File: config.mk
export PLATFORM = sky130hd
export DESIGN_NAME = alu_issue_collect
export DESIGN_NICKNAME = d
export VERILOG_FILES = /design/src/rtl/alu_pkg.sv /design/src/rtl/rsp_fifo.sv /design/src/rtl/alu_issue_collect.sv
export SDC_FILE = /design/constraint.sdc
export NUM_CORES = 1
export LEC_CHECK = 0
export CAP_MARGIN = 20
export CORE_MARGIN = 4
export CORE_UTILIZATION = 45
export DETAILED_ROUTE_END_ITERATION = 7
export HOLD_SLACK_MARGIN = 0.05
export PLACE_DENSITY = 0.76
export REMOVE_ABC_BUFFERS = 1
export SYNTH_ARGS = -nofsm -noshare
export SYNTH_HDL_FRONTEND = slang
export SYNTH_SLANG_ARGS = --single-unit
File: constraint.sdc
create_clock -name clk -period 4.7 [get_ports clk]
set_clock_uncertainty 0.15 [all_clocks]
set_input_delay 0.705 -clock clk [delete_from_list [all_inputs] [get_ports clk]]
set_output_delay 0.705 -clock clk [all_outputs]
set_load 0.03 [all_outputs]
File: src/rtl/alu_pkg.sv
// Shared definitions for the ALU front-end: opcodes, ALU latency and response entry layout.
package alu_pkg;

    localparam logic [3:0] OP_ADD = 4'd0;
    localparam logic [3:0] OP_SUB = 4'd1;
    localparam logic [3:0] OP_AND = 4'd2;
    localparam logic [3:0] OP_OR  = 4'd3;
    localparam logic [3:0] OP_XOR = 4'd4;
    localparam logic [3:0] OP_MAX = 4'd4;

    // Register stages inside the ALU between operand input and result output
    localparam int ALU_LAT = 3;

    // Default tag width carried alongside each command
    localparam int RSP_TAG_W = 4;

    typedef struct packed {
        logic [15:0]          data;
        logic [RSP_TAG_W-1:0] tag;
        logic                 illegal;
    } rsp_entry_t;

    // Opcodes above OP_MAX are still issued but flagged in the response
    function automatic logic is_illegal_op(input logic [3:0] op);
        return op > OP_MAX;
    endfunction

endpackage

File: src/rtl/rsp_fifo.sv
// First-word-fall-through response FIFO with registered head and occupancy output.
module rsp_fifo #(
    parameter int WIDTH = 21,
    parameter int DEPTH = 8
) (
    input  logic                     clk,
    input  logic                     reset,
    input  logic                     wr_en,
    input  logic [WIDTH-1:0]         wr_data,
    input  logic                     rd_en,
    output logic                     rd_valid,
    output logic [WIDTH-1:0]         rd_data,
    output logic [$clog2(DEPTH):0]   count
);

    localparam int AW = $clog2(DEPTH);
    localparam int PW = AW + 1;

    logic [WIDTH-1:0] mem_q [DEPTH];
    logic [WIDTH-1:0] mem_d [DEPTH];
    logic [PW-1:0]    wr_ptr_q, wr_ptr_d;
    logic [PW-1:0]    rd_ptr_q, rd_ptr_d;
    logic [WIDTH-1:0] head_q, head_d;
    logic [PW-1:0]    occ;
    logic [PW-1:0]    occ_next;
    logic             push;
    logic             pop;

    // Pointer update, storage write and next head selection; the head is kept
    // in its own register so it holds its last value while the FIFO is empty
    always_comb begin
        occ      = wr_ptr_q - rd_ptr_q;
        pop      = rd_en && (occ != '0);
        push     = wr_en && ((occ != PW'(DEPTH)) || pop);
        wr_ptr_d = wr_ptr_q + PW'(push);
        rd_ptr_d = rd_ptr_q + PW'(pop);
        occ_next = wr_ptr_d - rd_ptr_d;
        mem_d    = mem_q;
        if (push) begin
            mem_d[wr_ptr_q[AW-1:0]] = wr_data;
        end
        head_d = head_q;
        if (occ_next != '0) begin
            if (push && (rd_ptr_d == wr_ptr_q)) begin
                head_d = wr_data;
            end else begin
                head_d = mem_q[rd_ptr_d[AW-1:0]];
            end
        end
    end

    // Pointers and head register, cleared by reset
    always_ff @(posedge clk or posedge reset) begin
        if (reset) begin
            wr_ptr_q <= '0;
            rd_ptr_q <= '0;
            head_q   <= '0;
        end else begin
            wr_ptr_q <= wr_ptr_d;
            rd_ptr_q <= rd_ptr_d;
            head_q   <= head_d;
        end
    end

    // Entry storage needs no reset since the pointers define what is valid
    always_ff @(posedge clk) begin
        mem_q <= mem_d;
    end

    assign rd_valid = (occ != '0);
    assign rd_data  = head_q;
    assign count    = occ;

endmodule

File: src/rtl/alu_issue_collect.sv
// Issues commands to the pipelined ALU, tracks them through its latency and
// collects results into a credit-protected response FIFO.
module alu_issue_collect #(
    parameter int ALU_LAT = alu_pkg::ALU_LAT,
    parameter int DEPTH   = 8,
    parameter int TAG_W   = alu_pkg::RSP_TAG_W
) (
    input  logic                   clk,
    input  logic                   reset,
    input  logic                   cmd_valid,
    output logic                   cmd_ready,
    input  logic [15:0]            cmd_a,
    input  logic [15:0]            cmd_b,
    input  logic [3:0]             cmd_op,
    input  logic [TAG_W-1:0]       cmd_tag,
    output logic [15:0]            alu_a,
    output logic [15:0]            alu_b,
    output logic [3:0]             alu_op,
    input  logic [15:0]            alu_result,
    output logic                   rsp_valid,
    input  logic                   rsp_ready,
    output logic [15:0]            rsp_data,
    output logic [TAG_W-1:0]       rsp_tag,
    output logic                   rsp_illegal,
    output logic [$clog2(DEPTH):0] inflight
);

    import alu_pkg::*;

    localparam int CNT_W = $clog2(DEPTH) + 1;
    localparam int ENT_W = 16 + TAG_W + 1;

    logic [15:0]                alu_a_q, alu_a_d;
    logic [15:0]                alu_b_q, alu_b_d;
    logic [3:0]                 alu_op_q, alu_op_d;
    logic [ALU_LAT:0]           trk_vld_q, trk_vld_d;
    logic [ALU_LAT:0][TAG_W-1:0] trk_tag_q, trk_tag_d;
    logic [ALU_LAT:0]           trk_ill_q, trk_ill_d;
    logic                       run_q, run_d;
    logic [CNT_W-1:0]           inflight_cnt;
    logic [CNT_W-1:0]           fifo_count;
    logic [CNT_W:0]             credit_used;
    logic                       accept;
    logic                       fifo_wr_en;
    logic [ENT_W-1:0]           fifo_wr_data;
    logic [ENT_W-1:0]           fifo_rd_data;
    logic                       fifo_rd_valid;

    // Credit check from registered state only: in-flight ops plus buffered
    // results must leave room so the never-stalling pipe always has a slot
    always_comb begin
        inflight_cnt = '0;
        for (int i = 0; i <= ALU_LAT; i++) begin
            inflight_cnt = inflight_cnt + CNT_W'(trk_vld_q[i]);
        end
        credit_used = {1'b0, inflight_cnt} + {1'b0, fifo_count};
        cmd_ready   = run_q && (int'(credit_used) < DEPTH);
        accept      = cmd_valid && cmd_ready;
    end

    // Operand registers load on a handshake and zero otherwise; the tracking
    // pipe shifts every cycle with a bubble entered when nothing is accepted
    always_comb begin
        alu_a_d   = '0;
        alu_b_d   = '0;
        alu_op_d  = '0;
        run_d     = 1'b1;
        trk_vld_d = {trk_vld_q[ALU_LAT-1:0], accept};
        trk_ill_d = {trk_ill_q[ALU_LAT-1:0], accept && is_illegal_op(cmd_op)};
        trk_tag_d = '0;
        for (int i = 1; i <= ALU_LAT; i++) begin
            trk_tag_d[i] = trk_tag_q[i-1];
        end
        if (accept) begin
            alu_a_d      = cmd_a;
            alu_b_d      = cmd_b;
            alu_op_d     = cmd_op;
            trk_tag_d[0] = cmd_tag;
        end
    end

    // Issue and tracking state; run_q keeps cmd_ready low while in reset
    always_ff @(posedge clk or posedge reset) begin
        if (reset) begin
            alu_a_q   <= '0;
            alu_b_q   <= '0;
            alu_op_q  <= '0;
            trk_vld_q <= '0;
            trk_tag_q <= '0;
            trk_ill_q <= '0;
            run_q     <= 1'b0;
        end else begin
            alu_a_q   <= alu_a_d;
            alu_b_q   <= alu_b_d;
            alu_op_q  <= alu_op_d;
            trk_vld_q <= trk_vld_d;
            trk_tag_q <= trk_tag_d;
            trk_ill_q <= trk_ill_d;
            run_q     <= run_d;
        end
    end

    assign fifo_wr_en   = trk_vld_q[ALU_LAT];
    assign fifo_wr_data = {alu_result, trk_tag_q[ALU_LAT], trk_ill_q[ALU_LAT]};

    rsp_fifo #(
        .WIDTH (ENT_W),
        .DEPTH (DEPTH)
    ) u_rsp_fifo (
        .clk      (clk),
        .reset    (reset),
        .wr_en    (fifo_wr_en),
        .wr_data  (fifo_wr_data),
        .rd_en    (rsp_ready),
        .rd_valid (fifo_rd_valid),
        .rd_data  (fifo_rd_data),
        .count    (fifo_count)
    );

    assign alu_a       = alu_a_q;
    assign alu_b       = alu_b_q;
    assign alu_op      = alu_op_q;
    assign rsp_valid   = fifo_rd_valid;
    assign rsp_data    = fifo_rd_data[ENT_W-1 -: 16];
    assign rsp_tag     = fifo_rd_data[TAG_W:1];
    assign rsp_illegal = fifo_rd_data[0];
    assign inflight    = inflight_cnt;

endmodule

==> impl_summary.md, run 1 <==
Status
The run finished with clean final reports.

Global routing
The total overflow left after global routing is 0. The global routing usage summed across all routing layers is 0.174. The initial antenna violation count is 1. The maximum number of pins on one net before global-route repair is 49. The first global-routing pass estimated 33200 um of wire. The via count of the first global-routing pass is 6022.

Timing
In this run the tightest slew margin relative to its limit is 0.376. Across all hold checks on the routed design, the worst slack comes to 193 ps. The minimum clock period after layout is 4430 ps. For this run, the top clock speed supported by timing is 0.226 GHz.

Setup violations remaining at the end of the flow were counted as 0. The fraction of the cycle the final worst path needs is 0.942. The hold violation count in the final report is 0. Setup repair after global routing left no endpoint under its margin. For the pin with the worst max-slew slack, the measured transition is 934 ps. The max-slew violation count was 0. The post-layout worst setup margin is 274 ps.

Yosys
The mapped netlist covers 9950 um^2. Of the total synthesized cell area, the portion taken by AND, OR, NAND and NOR gates is 0.0574. The number of synthesized flops with an enable pin is 168. The flip-flop and latch count after synthesis is 258. The arithmetic-cell share of the synthesized area counting full adders, half adders and majority gates is 0.0216.

The combinational family with the most area after synthesis is multiplexers. The dominant cell type by area after synthesis is sky130_fd_sc_hd__edfxtp_1. The distinct cell type count of the synthesized netlist is 37.

The number of warnings printed during yosys synthesis is 0. After technology mapping, the gate count stands at 577. The xor and xnor fraction of the mapped netlist area is 0.0130. The synthesized area per cell is 17.2 um^2.

The portion of synthesized cell area occupied by the leading cell type is 0.507. The post-synthesis compound-gate area fraction came to 0.0293. The proportion of synthesized area in mux cells is 0.116.

The most used flip-flop cell after synthesis is sky130_fd_sc_hd__edfxtp_1. Ranked by total cell area, the synthesized netlist is headed by sky130_fd_sc_hd__edfxtp_1, sky130_fd_sc_hd__dfrtp_1, sky130_fd_sc_hd__mux4_2. After synthesis, the share of flip-flops with an asynchronous set or reset is 0.349. For this run, the register share of the synthesized area comes to 0.734.

Routing
The final routed DRC violation total is 0. The per-cell routed wire length is 20.9 um. Summing over every cut layer, the via total after detailed routing is 5617.

Before antenna repair, the detailed router went through 5 iterations. In the routed layout, each cell is associated on average with a via count of 5.52. After detailed routing, the total wire length is 21200 um. In this run the remaining antenna-violating nets after routing total 0. For this block, the initial DRC count from the detailed router was 291.

Place
The total of buffers placed on input and output ports is 121. The worst slack after detailed placement is 288 ps. The final weighted congestion in routability-driven placement is 0.871.

After detailed placement, the total cell area comes to 11600 um^2. In this run, placement finished with an instance count of 969. The wire-length estimate of the detail-placed layout is 13300 um.

CTS
The TritonCTS clock tree is built. In this run the number of H-tree levels came out at 1. The source-to-sink clock delay at the later pin of the worst-skew pair is 520 ps. The number of gates resized after CTS was 0.

After clock tree synthesis, the clock-pin slew on the worst setup and hold paths is 60 ps. After clock tree synthesis, the setup repair step added 0 buffers. For this design, the sink count on the clock tree is 258.

The longest clock path from root to sink contains 3 buffers. The number of hold buffers added after CTS is 0. The total clock buffers created by CTS is 27. The clock root buffer is sky130_fd_sc_hd__clkbuf_16.

Finish
The net count of the finished layout is 794. 0 antenna diodes ended up in the layout. Excluding fillers, the count of instances in the completed layout stands at 1018. The finished cells cover 12500 um^2. The area growth from synthesis to layout is 25.6%. Of the cells placed in the final design, the portion with a size suffix greater than 1 is 0.165.

Die
The die boundary height is 157 um. The initial utilization of the core area, before any placement, comes to 0.457. The floorplan step defined a die boundary enclosing 24500 um^2.

After floorplanning, the core was divided into 54 placement rows. The area of the core region is 21800 um^2. In this run the horizontal extent of the chip is 157 um. 123 I/O pins were placed.

Flow run
Across the run, the number of max-cap violations was 0.

Setup path
The worst setup path category is register to register. The category of the worst setup path capture point is a register. The critical path arrival is 4710 ps.

For the worst setup path, the data required time is 4990 ps. In this run the worst path has a maximum fanout of 21. The kind of start point of the critical path is a register.

Worst hold path
The path category of the worst min-delay check is register to register.

Power and ir drop
Power spread over the standard cell area amounts to 731 nW/um^2. The leakage dissipation is 4.98 nW. Total power for the finished layout comes to 9.14 mW.

The worst-case IR drop observed on VDD is 0.460 mV.
## metrics by stage
step                       util  setup TNS [ps]
final                     0.574               0
after global routing      0.574               0
after CTS                 0.574               0
after detailed placement  0.535               0
after global placement    0.534               0
after floorplan               -          -28300
## where the power goes
group,leakage [nW],switching (mW),total [mW],internal (mW)
combinational,1.87,2.28,4.06,1.79
sequential,2.69,0.184,3.03,2.85
clock,0.424,0.823,2.04,1.22
## placed cells by master (no fill, tap or decap), types with 7 or more instances in the layout
master                            instances
sky130_fd_sc_hd__xnor2_1                  7
sky130_fd_sc_hd__o21ai_0                 12
sky130_fd_sc_hd__clkinv_2                 7
sky130_fd_sc_hd__and3_1                  41
sky130_fd_sc_hd__buf_4                   24
sky130_fd_sc_hd__mux4_2                  42
sky130_fd_sc_hd__ha_1                    13
sky130_fd_sc_hd__o22ai_1                 21
sky130_fd_sc_hd__edfxtp_1               168
sky130_fd_sc_hd__dfrtp_1                 90
sky130_fd_sc_hd__mux2i_1                 21
sky130_fd_sc_hd__clkbuf_16               27
sky130_fd_sc_hd__clkdlybuf4s50_1        121
sky130_fd_sc_hd__nor2_1                  43
sky130_fd_sc_hd__clkbuf_1                 7
sky130_fd_sc_hd__inv_1                   31
sky130_fd_sc_hd__o21ai_1                 10
## cell usage after synthesis, types with 4 or more instances
library cell               count
sky130_fd_sc_hd__clkbuf_1     19
sky130_fd_sc_hd__nor4_1        4
sky130_fd_sc_hd__mux2i_1      21
sky130_fd_sc_hd__inv_1        32
sky130_fd_sc_hd__ha_1         14
sky130_fd_sc_hd__xor2_1        5
sky130_fd_sc_hd__buf_4         4
sky130_fd_sc_hd__xnor2_1       7
sky130_fd_sc_hd__buf_2        11
sky130_fd_sc_hd__dfrtp_1      90
sky130_fd_sc_hd__nor2_1       43
sky130_fd_sc_hd__o22ai_1      21
sky130_fd_sc_hd__and3_1       41
sky130_fd_sc_hd__o21ai_1      10
sky130_fd_sc_hd__edfxtp_1    168
sky130_fd_sc_hd__o21ai_0      12
sky130_fd_sc_hd__mux4_2       42
## logic make-up after synthesis
kind of cell	count (synthesis)
simple gates	108
xor+xnor	13
compound gates	50
fa+ha+maj	16
mux	63
other cells	2
flops	258
buf+inv	67
## final timing paths
check / start / to / slack (ps) / cells past startpoint
max: u_rsp_fifo.wr_ptr_q[0]$_DFF_PP0_ / u_rsp_fifo.rd_data[10]$_DFFE_PP0P_ / 270 / 17
min: trk_tag_d[12]$_DFF_PP0_ / fifo_wr_data[1]$_DFF_PP0_ / 190 / 0
max reg2reg: u_rsp_fifo.wr_ptr_q[0]$_DFF_PP0_ / u_rsp_fifo.rd_data[10]$_DFFE_PP0P_ / 270 / 17
min reg2reg: trk_tag_d[12]$_DFF_PP0_ / fifo_wr_data[1]$_DFF_PP0_ / 190 / 0
max in group asynchronous: reset / alu_a[0]$_DFF_PP0_ / 2800 / 3
min in group asynchronous: reset / u_rsp_fifo.rd_data[7]$_DFFE_PP0P_ / 510 / 2
## layer usage
layer / global-route usage / vias to the layer above / routed length, um
li1: - / 2456 / -
met1: 0.225 / 2847 / 8070
met2: 0.290 / 264 / 10500
met3: 0.0484 / 48 / 1980
met4: 0.0508 / 2 / 623
met5: 0 / - / 13
## flip-flops by register name, summed over array words and instances (netlist names)
register             cells
u_rsp_fifo.mem_q       168
u_rsp_fifo.rd_data      21
alu_a                   16
alu_b                   16
trk_tag_d               12
alu_op                   4
fifo_wr_data             4
trk_ill_q                4
trk_vld_q                4
u_rsp_fifo.rd_ptr_q      4
u_rsp_fifo.wr_ptr_q      4
run_q                    1
## area by class of cell
class | instances | area, um^2
Timing Repair Buffer | 147 | 1420
Inverter | 32 | 121
Multi-Input combinational cell | 252 | 2440
Sequential cell | 258 | 7300
Clock buffer | 37 | 743
Tap cell | 280 | 350
Clock inverter | 12 | 119
Fill cell | 1604 | 9270
## worst max-delay path, stage by stage (launching register included)
cell	delay, ps
sky130_fd_sc_hd__dfrtp_1	380
sky130_fd_sc_hd__inv_1	140
sky130_fd_sc_hd__ha_1	180
sky130_fd_sc_hd__inv_1	60
sky130_fd_sc_hd__fa_1	370
sky130_fd_sc_hd__xor2_1	210
sky130_fd_sc_hd__or4b_1	540
sky130_fd_sc_hd__o31ai_4	210
sky130_fd_sc_hd__inv_1	60
sky130_fd_sc_hd__ha_1	200
sky130_fd_sc_hd__ha_1	300
sky130_fd_sc_hd__ha_1	330
sky130_fd_sc_hd__a21o_1	170
sky130_fd_sc_hd__a21oi_1	160
sky130_fd_sc_hd__xor2_1	90
sky130_fd_sc_hd__nand4_1	100
sky130_fd_sc_hd__buf_4	400
sky130_fd_sc_hd__mux2i_1	260
(Power assumes the default switching activity.)
==> run 2: changes to the inputs <==
Settings changed: CORE_ASPECT_RATIO set to 1.4.
==> run 2 against run 1 <==
Net effect: final area decreased by 0.70%; sequential power hardly changed; non-clock buffer count fell by 2; total power is 1.8% lower; via count decreased by 2.2%; critical path type unchanged; critical endpoint is now u_rsp_fifo.rd_data[16]$_DFFE_PP0P_.
==> impl_summary.md, run 2 (same netlist as run 1, synthesis figures left out) <==
Timing
The hold violation count in the final report is 0 (unchanged). The minimum clock period after layout is 4320 ps (-111 ps). The final worst hold slack came to 192 ps (-0.517 ps). The setup TNS after final layout is 0 ps (unchanged). The max-slew violation count came to 0 (unchanged).

The achievable frequency is 0.232 GHz (+2.6%). Setup repair after global routing left no endpoint under its margin. The worst slew margin relative to its limit is 0.361 (-0.0146). The fraction of the cycle the final worst path needs was 0.918 (-0.0236). The final count of negative-setup-slack endpoints is 0 (unchanged).

The slew at the pin closest to its max-slew limit is 956 ps (+21.9 ps).

Die
The area of the core region is 21800 um^2 (+0.11%). The die outline width was 134 um (-15%). The number of core rows was 64 (+19%).

The die boundary height came to 184 um (+17%). The die outline area is 24600 um^2 (+0.14%). The starting utilization of the core area came to 0.457 (-0.000525). The number of I/O pins is 123 (unchanged).

Routing
The wire length on met1 is 7860 um (-2.6%). The post-route antenna net violation count is 0 (unchanged). The detailed-routed wire length on met2 is 10900 um (+3.4%). The number of DRC violations after detailed-routing iteration 0 came to 468 (+61%). The total via count after detailed routing is 5491 (-2.2%). The first-pass detailed-route iteration total is 4 (-1).

The final routed DRC violation total is 0 (unchanged). The total met3 wirelength after detailed routing is 2170 um (+9.4%). The per-cell routed wire length came to 20.6 um (-1.0%).

Routed signal wires occupy layers up through met4. The total wire length after detailed routing is 21200 um (-0.24%). The per-cell via count in the routed design came to 5.35 (-3.0%).

CTS
The clock-pin slew on the worst setup and hold paths was 60 ps (about the same). The clock root buffer is sky130_fd_sc_hd__clkbuf_16. The source-to-sink clock delay at the later pin of the worst-skew pair is 510 ps (about the same). The total clock buffers created by CTS is 24 (-11%). The number of hold buffers added after CTS was 0 (unchanged). The post-CTS setup-driven buffer insertion count is 0 (unchanged). The deepest clock path buffer count is 3 (unchanged).

The CTS sink count was 258 (unchanged). The number of gates resized after cts is 0 (unchanged). TritonCTS built the clock tree. The number of H-tree branching levels is 1 (unchanged).

Place
The total of buffers placed on input and output ports came to 121 (unchanged). The number of cells after detailed placement is 984 (+1.5%). The placed wire-length estimate is 12900 um (-2.7%). The final weighted congestion in routability-driven placement is 0.822 (-5.7%).

Finish
The flip-flop count of the largest register, all copies and words added came to 168 (unchanged). Relative to the synthesized area, the layout overhead comes to 24.7%. The top cell types in the final layout, fill and taps aside, are sky130_fd_sc_hd__edfxtp_1, sky130_fd_sc_hd__clkdlybuf4s50_1, sky130_fd_sc_hd__dfrtp_1. Counting flops per register, the top entry is u_rsp_fifo.mem_q.

Leaving out fill and tap cells, the most frequent cell in the layout is sky130_fd_sc_hd__edfxtp_1. The core occupancy in the finished layout is 0.569 (-0.00468). The final antenna diode count is 0 (unchanged). The final cell count without fillers came to 1026 (+0.79%). The fraction of final layout cells sized beyond drive strength 1 is 0.155 (-0.0103).

The number of nets in the finished design was 789 (-0.63%).

Flow run
The max-cap violation count is 0 (unchanged).

Setup path
In this run the critical register-to-register path is captured at u_rsp_fifo.rd_data[16]$_DFFE_PP0P_. The length in cells of the worst reg-to-reg path is 17 (unchanged). The critical path arrival was 4590 ps (-120 ps). The worst setup path category is register to register. The worst endpoint required time is 4980 ps (about the same). The startpoint identified for the worst register-to-register timing path is u_rsp_fifo.wr_ptr_q[0]$_DFF_PP0_. The category of the worst setup path capture point is a register. The kind of start point of the critical path is a register.

The setup slack of the worst register-to-register path is 380 ps (+110 ps). The critical-path maximum fanout is 16 (-24%).

Power and ir drop
The ratio of total power to cell area is 723 nW/um^2 (-1.1%). The leakage dissipation is 4.92 nW (-1.2%). The peak ir drop on the vdd network is 0.625 mV (+36%).

Worst hold path
The sink of the worst hold path is fifo_wr_data[3]$_DFF_PP0_. The min-delay analysis places its worst path in the category register to register. The startpoint identified for the worst hold timing path is trk_tag_d[14]$_DFF_PP0_. The cell depth of the worst min-delay path is 0 (unchanged).

Status
The run finished with clean final reports.

Global routing
The global route total overflow came to 0 (unchanged). The maximum number of pins on one net before global-route repair was 61 (+24%). The via count of the first global-routing pass came to 6152 (+2.2%). The initial antenna violation count is 0 (-1). The first-pass GRT wire length is 33700 um (+1.6%).

The global routing usage summed across all routing layers is 0.175 (+0.00107).
## run 2: cell types whose count changed in the layout (fill, tap and decap cells not counted), sizes merged
cell | previous run | this run
buf | 26 | 24
clkbuf | 37 | 33
clkinv | 10 | 6
inv | 31 | 32
## run 2: area by class of cell
cell class | instances | area (um^2)
multi-input cells | 252 | 2430
inverters | 32 | 123
clock buffers | 33 | 686
fillers | 1718 | 9380
clock inverters | 9 | 93.8
flip-flops and latches | 258 | 7300
repair buffers | 145 | 1400
well taps | 297 | 372
## run 2: worst max-delay path, stage by stage (launching register included)
cell	delay, ps
sky130_fd_sc_hd__dfrtp_1	370
sky130_fd_sc_hd__inv_1	120
sky130_fd_sc_hd__ha_1	170
sky130_fd_sc_hd__inv_1	50
sky130_fd_sc_hd__fa_1	380
sky130_fd_sc_hd__xor2_1	200
sky130_fd_sc_hd__or4b_1	530
sky130_fd_sc_hd__o31ai_4	210
sky130_fd_sc_hd__inv_1	70
sky130_fd_sc_hd__ha_1	200
sky130_fd_sc_hd__ha_1	300
sky130_fd_sc_hd__ha_1	330
sky130_fd_sc_hd__a21o_1	170
sky130_fd_sc_hd__a21oi_1	170
sky130_fd_sc_hd__xor2_1	90
sky130_fd_sc_hd__nand4_1	120
sky130_fd_sc_hd__buf_4	340
sky130_fd_sc_hd__mux2i_1	260
## run 2: layer usage
layer	vias up	GRT usage
met2	231	0.301
met5	-	0
li1	2433	-
met3	21	0.0548
met1	2806	0.218
met4	0	0.0432
## run 2: metrics by stage
step                power, mW  setup WS [ps]  cell area (um^2)
floorplan                5.80          -1350              9790
global placement         6.99            533             11600
detailed placement       7.14            384             11600
CTS                      9.08            373             12400
global route             9.52            142             12400
finish                   8.97            385             12400
## run 2: worst max path at each step
stage               slack [ps]                            endpoint                             start  cells after the start
floorplan                -1350   u_rsp_fifo.rd_data[0]$_DFFE_PP0P_  u_rsp_fifo.wr_ptr_q[0]$_DFF_PP0_                     16
global placement           530   u_rsp_fifo.rd_data[5]$_DFFE_PP0P_  u_rsp_fifo.wr_ptr_q[0]$_DFF_PP0_                     17
detailed placement         380  u_rsp_fifo.rd_data[15]$_DFFE_PP0P_  u_rsp_fifo.wr_ptr_q[0]$_DFF_PP0_                     17
CTS                        370  u_rsp_fifo.rd_data[16]$_DFFE_PP0P_  u_rsp_fifo.wr_ptr_q[0]$_DFF_PP0_                     17
global route               140  u_rsp_fifo.rd_data[15]$_DFFE_PP0P_  u_rsp_fifo.wr_ptr_q[0]$_DFF_PP0_                     17
finish                     380  u_rsp_fifo.rd_data[16]$_DFFE_PP0P_  u_rsp_fifo.wr_ptr_q[0]$_DFF_PP0_                     17
## run 2: power breakdown
group / leakage (nW) / total [mW] / switching, mW / internal [mW]
clock: 0.380 / 1.92 / 0.792 / 1.12
combinational: 1.85 / 4.00 / 2.21 / 1.79
sequential: 2.69 / 3.05 / 0.204 / 2.85
total: 4.92 / 8.97 / 3.21 / 5.76
==> run 3: changes to the inputs <==
Settings changed: PLACE_DENSITY 0.76 to 0.74.
Clock period 4.7 ns to 5.1 ns, I/O delays scaled along.
==> run 3 against run 2 <==
Net effect: sequential share of layout area down 0.32 points; critical endpoint is now cmd_ready; final cell count up 0.49%; register-to-register slack better by 170 ps; sequential power down 7.2%; global-route usage decreased by 0.45 points; highest routed layer unchanged; worst setup slack improved by 94 ps.
==> impl_summary.md, run 3 (same netlist as run 1, synthesis figures left out) <==
Timing
The slew at the pin closest to its max-slew limit is 933 ps (-22.9 ps). The hold violation count in the final report is 0 (unchanged). The fraction of the cycle the final worst path needs is 0.906.

The final worst hold slack is 191 ps (-0.665 ps). The setup TNS after final layout is 0 ps (unchanged). Setup repair after global routing left no endpoint under its margin. The achievable frequency is 0.216 GHz. The worst slew margin relative to its limit came to 0.376 (+0.0153). The max-slew violation count is 0 (unchanged). The final count of negative-setup-slack endpoints was 0 (unchanged). The clock period could shrink to 4620 ps.

Routing
The number of DRC violations after detailed-routing iteration 0 is 396 (-15%). The total via count after detailed routing is 5484 (-0.13%). The final routed DRC violation total is 0 (unchanged). The per-cell routed wire length is 20.2 um (-2.0%).

The per-cell via count in the routed design is 5.32 (-0.61%). The total wire length after detailed routing is 20900 um (-1.5%). The post-route antenna net violation count is 0 (unchanged). The first-pass detailed-route iteration total is 4 (unchanged).

CTS
The number of H-tree branching levels came to 1 (unchanged). The number of hold buffers added after CTS is 0 (unchanged). CTS placed an instance of sky130_fd_sc_hd__clkbuf_16 at the clock tree root. The source-to-sink clock delay at the later pin of the worst-skew pair was 510 ps (about the same).

The total clock buffers created by CTS is 25 (+4.2%). The deepest clock path buffer count was 3 (unchanged). The post-CTS setup-driven buffer insertion count is 0 (unchanged). The number of gates resized after cts was 0 (unchanged). The TritonCTS clock tree is built. The clock-pin slew on the worst setup and hold paths is 60 ps (about the same).

The CTS sink count is 258 (unchanged).

Setup path
The worst setup path is launched from a register. The delay of the slowest cell on the worst path is 740 ps (+210 ps). The buffering stage count on the worst path with inverters included is 4 (unchanged). Traced cell by cell, the critical path runs through inv_1 -> ha_1 -> inv_1 -> fa_1 -> ha_1 -> nand2_1 -> nor2_1 -> o21ai_0 -> and4b_1 -> buf_4 -> clkdlybuf4s50_1. The family of cells with the greatest summed delay on the critical path is buffers and inverters. The critical path arrival is 3710 ps (-880 ps). The worst endpoint required time is 4180 ps (-800 ps). The critical-path maximum fanout is 42 (+26). The category of the worst setup path capture point is a primary output.

The worst setup path category is register to primary output. The slowest stage of the critical path is the sky130_fd_sc_hd__clkdlybuf4s50_1 cell.

Finish
The fill cell total of the finished layout was 1677 (-2.4%). The final antenna diode count was 0 (unchanged). The most common cell after layout, fill and taps aside is sky130_fd_sc_hd__edfxtp_1.

The fraction of final layout cells sized beyond drive strength 1 was 0.155 (+0.000306). In the layout the commonest cells are sky130_fd_sc_hd__edfxtp_1, sky130_fd_sc_hd__clkdlybuf4s50_1, sky130_fd_sc_hd__dfrtp_1. The flip-flop count of the largest register, all copies and words added is 168 (unchanged). The number of nets in the finished design is 792 (+0.38%). The most flop-heavy register is u_rsp_fifo.mem_q. The final design area excluding fillers was 12500 um^2 (+0.55%). Relative to the synthesized area, the layout overhead comes to 25.4%.

Die
The die boundary height was 184 um (unchanged). The starting utilization of the core area came to 0.457 (unchanged). The area of the core region is 21800 um^2 (unchanged). The die outline width is 134 um (unchanged).

The number of core rows was 64 (unchanged). The number of I/O pins is 123 (unchanged). The die outline area came to 24600 um^2 (unchanged).

Flow run
The max-cap violation count is 0 (unchanged).

Global routing
The initial antenna violation count is 0 (unchanged). The first-pass GRT wire length is 32800 um (-2.7%). The global route total overflow is 0 (unchanged). The via count of the first global-routing pass came to 5908 (-4.0%). The maximum number of pins on one net before global-route repair is 54 (-11%).

The global routing usage summed across all routing layers was 0.170 (-0.00452).

Power and ir drop
The power share of the clock group came to 0.219 (+0.005). The peak ir drop on the vdd network is 0.358 mV (-43%). The part of the power in combinational logic was 0.441 (-0.005).

The fraction of power spent switching nets came to 0.356 (-0.00211). The switching power of the nets was 2.96 mW (-7.9%). The power share of the sequential group was 0.341 (about the same). The internal portion of total power was 5.35 mW (-7.0%).

The leakage dissipation is 4.96 nW (+0.64%). The ratio of total power to cell area came to 666 nW/um^2 (-7.8%). The sum of internal, switching and leakage power is 8.31 mW (-7.3%).

Status
The flow ran to the end, and the final reports show no timing, DRC or antenna violations.

Place
The final weighted congestion in routability-driven placement came to 0.788 (-4.1%). The total of buffers placed on input and output ports is 121 (unchanged). The cell area after placement is 11600 um^2 (about the same). The placed wire-length estimate is 13100 um (+1.5%).

Worst hold path
The path category of the worst min-delay check is register to register.
## run 3: power groups by stage
stage / registers [mW] / logic (mW) / clock network [mW]
after floorplan: 3.13 / 2.22 / 0
after global placement: 2.86 / 3.58 / 0
after detailed placement: 2.88 / 3.69 / 0
after CTS: 2.84 / 3.70 / 1.86
after global routing: 2.87 / 4.00 / 1.94
final: 2.83 / 3.66 / 1.82
## run 3: area by class of cell
cell class                 instances  area, um^2  share of cell area
clock inverter                    10         126              0.0101
timing repair buffer             147        1440               0.116
inverter                          32         121             0.00973
multi-input combinational        252        2430               0.195
clock buffer                      35         683              0.0548
tap                              297         372              0.0298
sequential                       258        7300               0.585
## run 3: layer usage
layer | up-vias | global-route usage | wire length, um
met5 | - | 0 | 0
met4 | 0 | 0.0494 | 359
met3 | 33 | 0.0457 | 1890
met2 | 218 | 0.299 | 10800
met1 | 2789 | 0.208 | 7800
li1 | 2444 | - | -
## run 3: metrics by stage
stage	instances	util	setup WS, ps
2_1_floorplan	542	-	-947
3_3_place_gp	984	0.534	729
3_5_place_dp	984	0.534	552
4_1_cts	1029	0.571	447
5_1_grt	1031	0.573	241
6_report	1031	0.573	478
## run 3: worst reg2reg max path, cell delays in order (launching register included)
cell and delay (ps):
sky130_fd_sc_hd__dfrtp_1 540, sky130_fd_sc_hd__inv_1 150, sky130_fd_sc_hd__ha_1 220, sky130_fd_sc_hd__inv_1 70, sky130_fd_sc_hd__fa_1 450, sky130_fd_sc_hd__or4b_1 590
sky130_fd_sc_hd__o31ai_4 200, sky130_fd_sc_hd__inv_1 60, sky130_fd_sc_hd__ha_1 200, sky130_fd_sc_hd__ha_1 300, sky130_fd_sc_hd__ha_1 320, sky130_fd_sc_hd__a21o_1 170
sky130_fd_sc_hd__a21oi_1 190, sky130_fd_sc_hd__xor2_1 90, sky130_fd_sc_hd__nand4_1 90, sky130_fd_sc_hd__buf_4 390, sky130_fd_sc_hd__mux2i_1 290
## run 3: final timing paths
| kind | from | slack (ps) | depth (start not counted) | end |
|---|---|---|---|---|
| worst min-delay path | trk_tag_d[13]$_DFF_PP0_ | 190 | 0 | fifo_wr_data[2]$_DFF_PP0_ |
| worst max register to register | u_rsp_fifo.wr_ptr_q[0]$_DFF_PP0_ | 550 | 16 | u_rsp_fifo.rd_data[10]$_DFFE_PP0P_ |
| worst max-delay path | u_rsp_fifo.wr_ptr_q[0]$_DFF_PP0_ | 480 | 11 | cmd_ready |
| max in group asynchronous | reset | 3770 | 3 | trk_vld_q[3]$_DFF_PP0_ |
| worst min register to register | trk_tag_d[13]$_DFF_PP0_ | 190 | 0 | fifo_wr_data[2]$_DFF_PP0_ |
| min in group asynchronous | reset | 300 | 2 | alu_b[2]$_DFF_PP0_ |
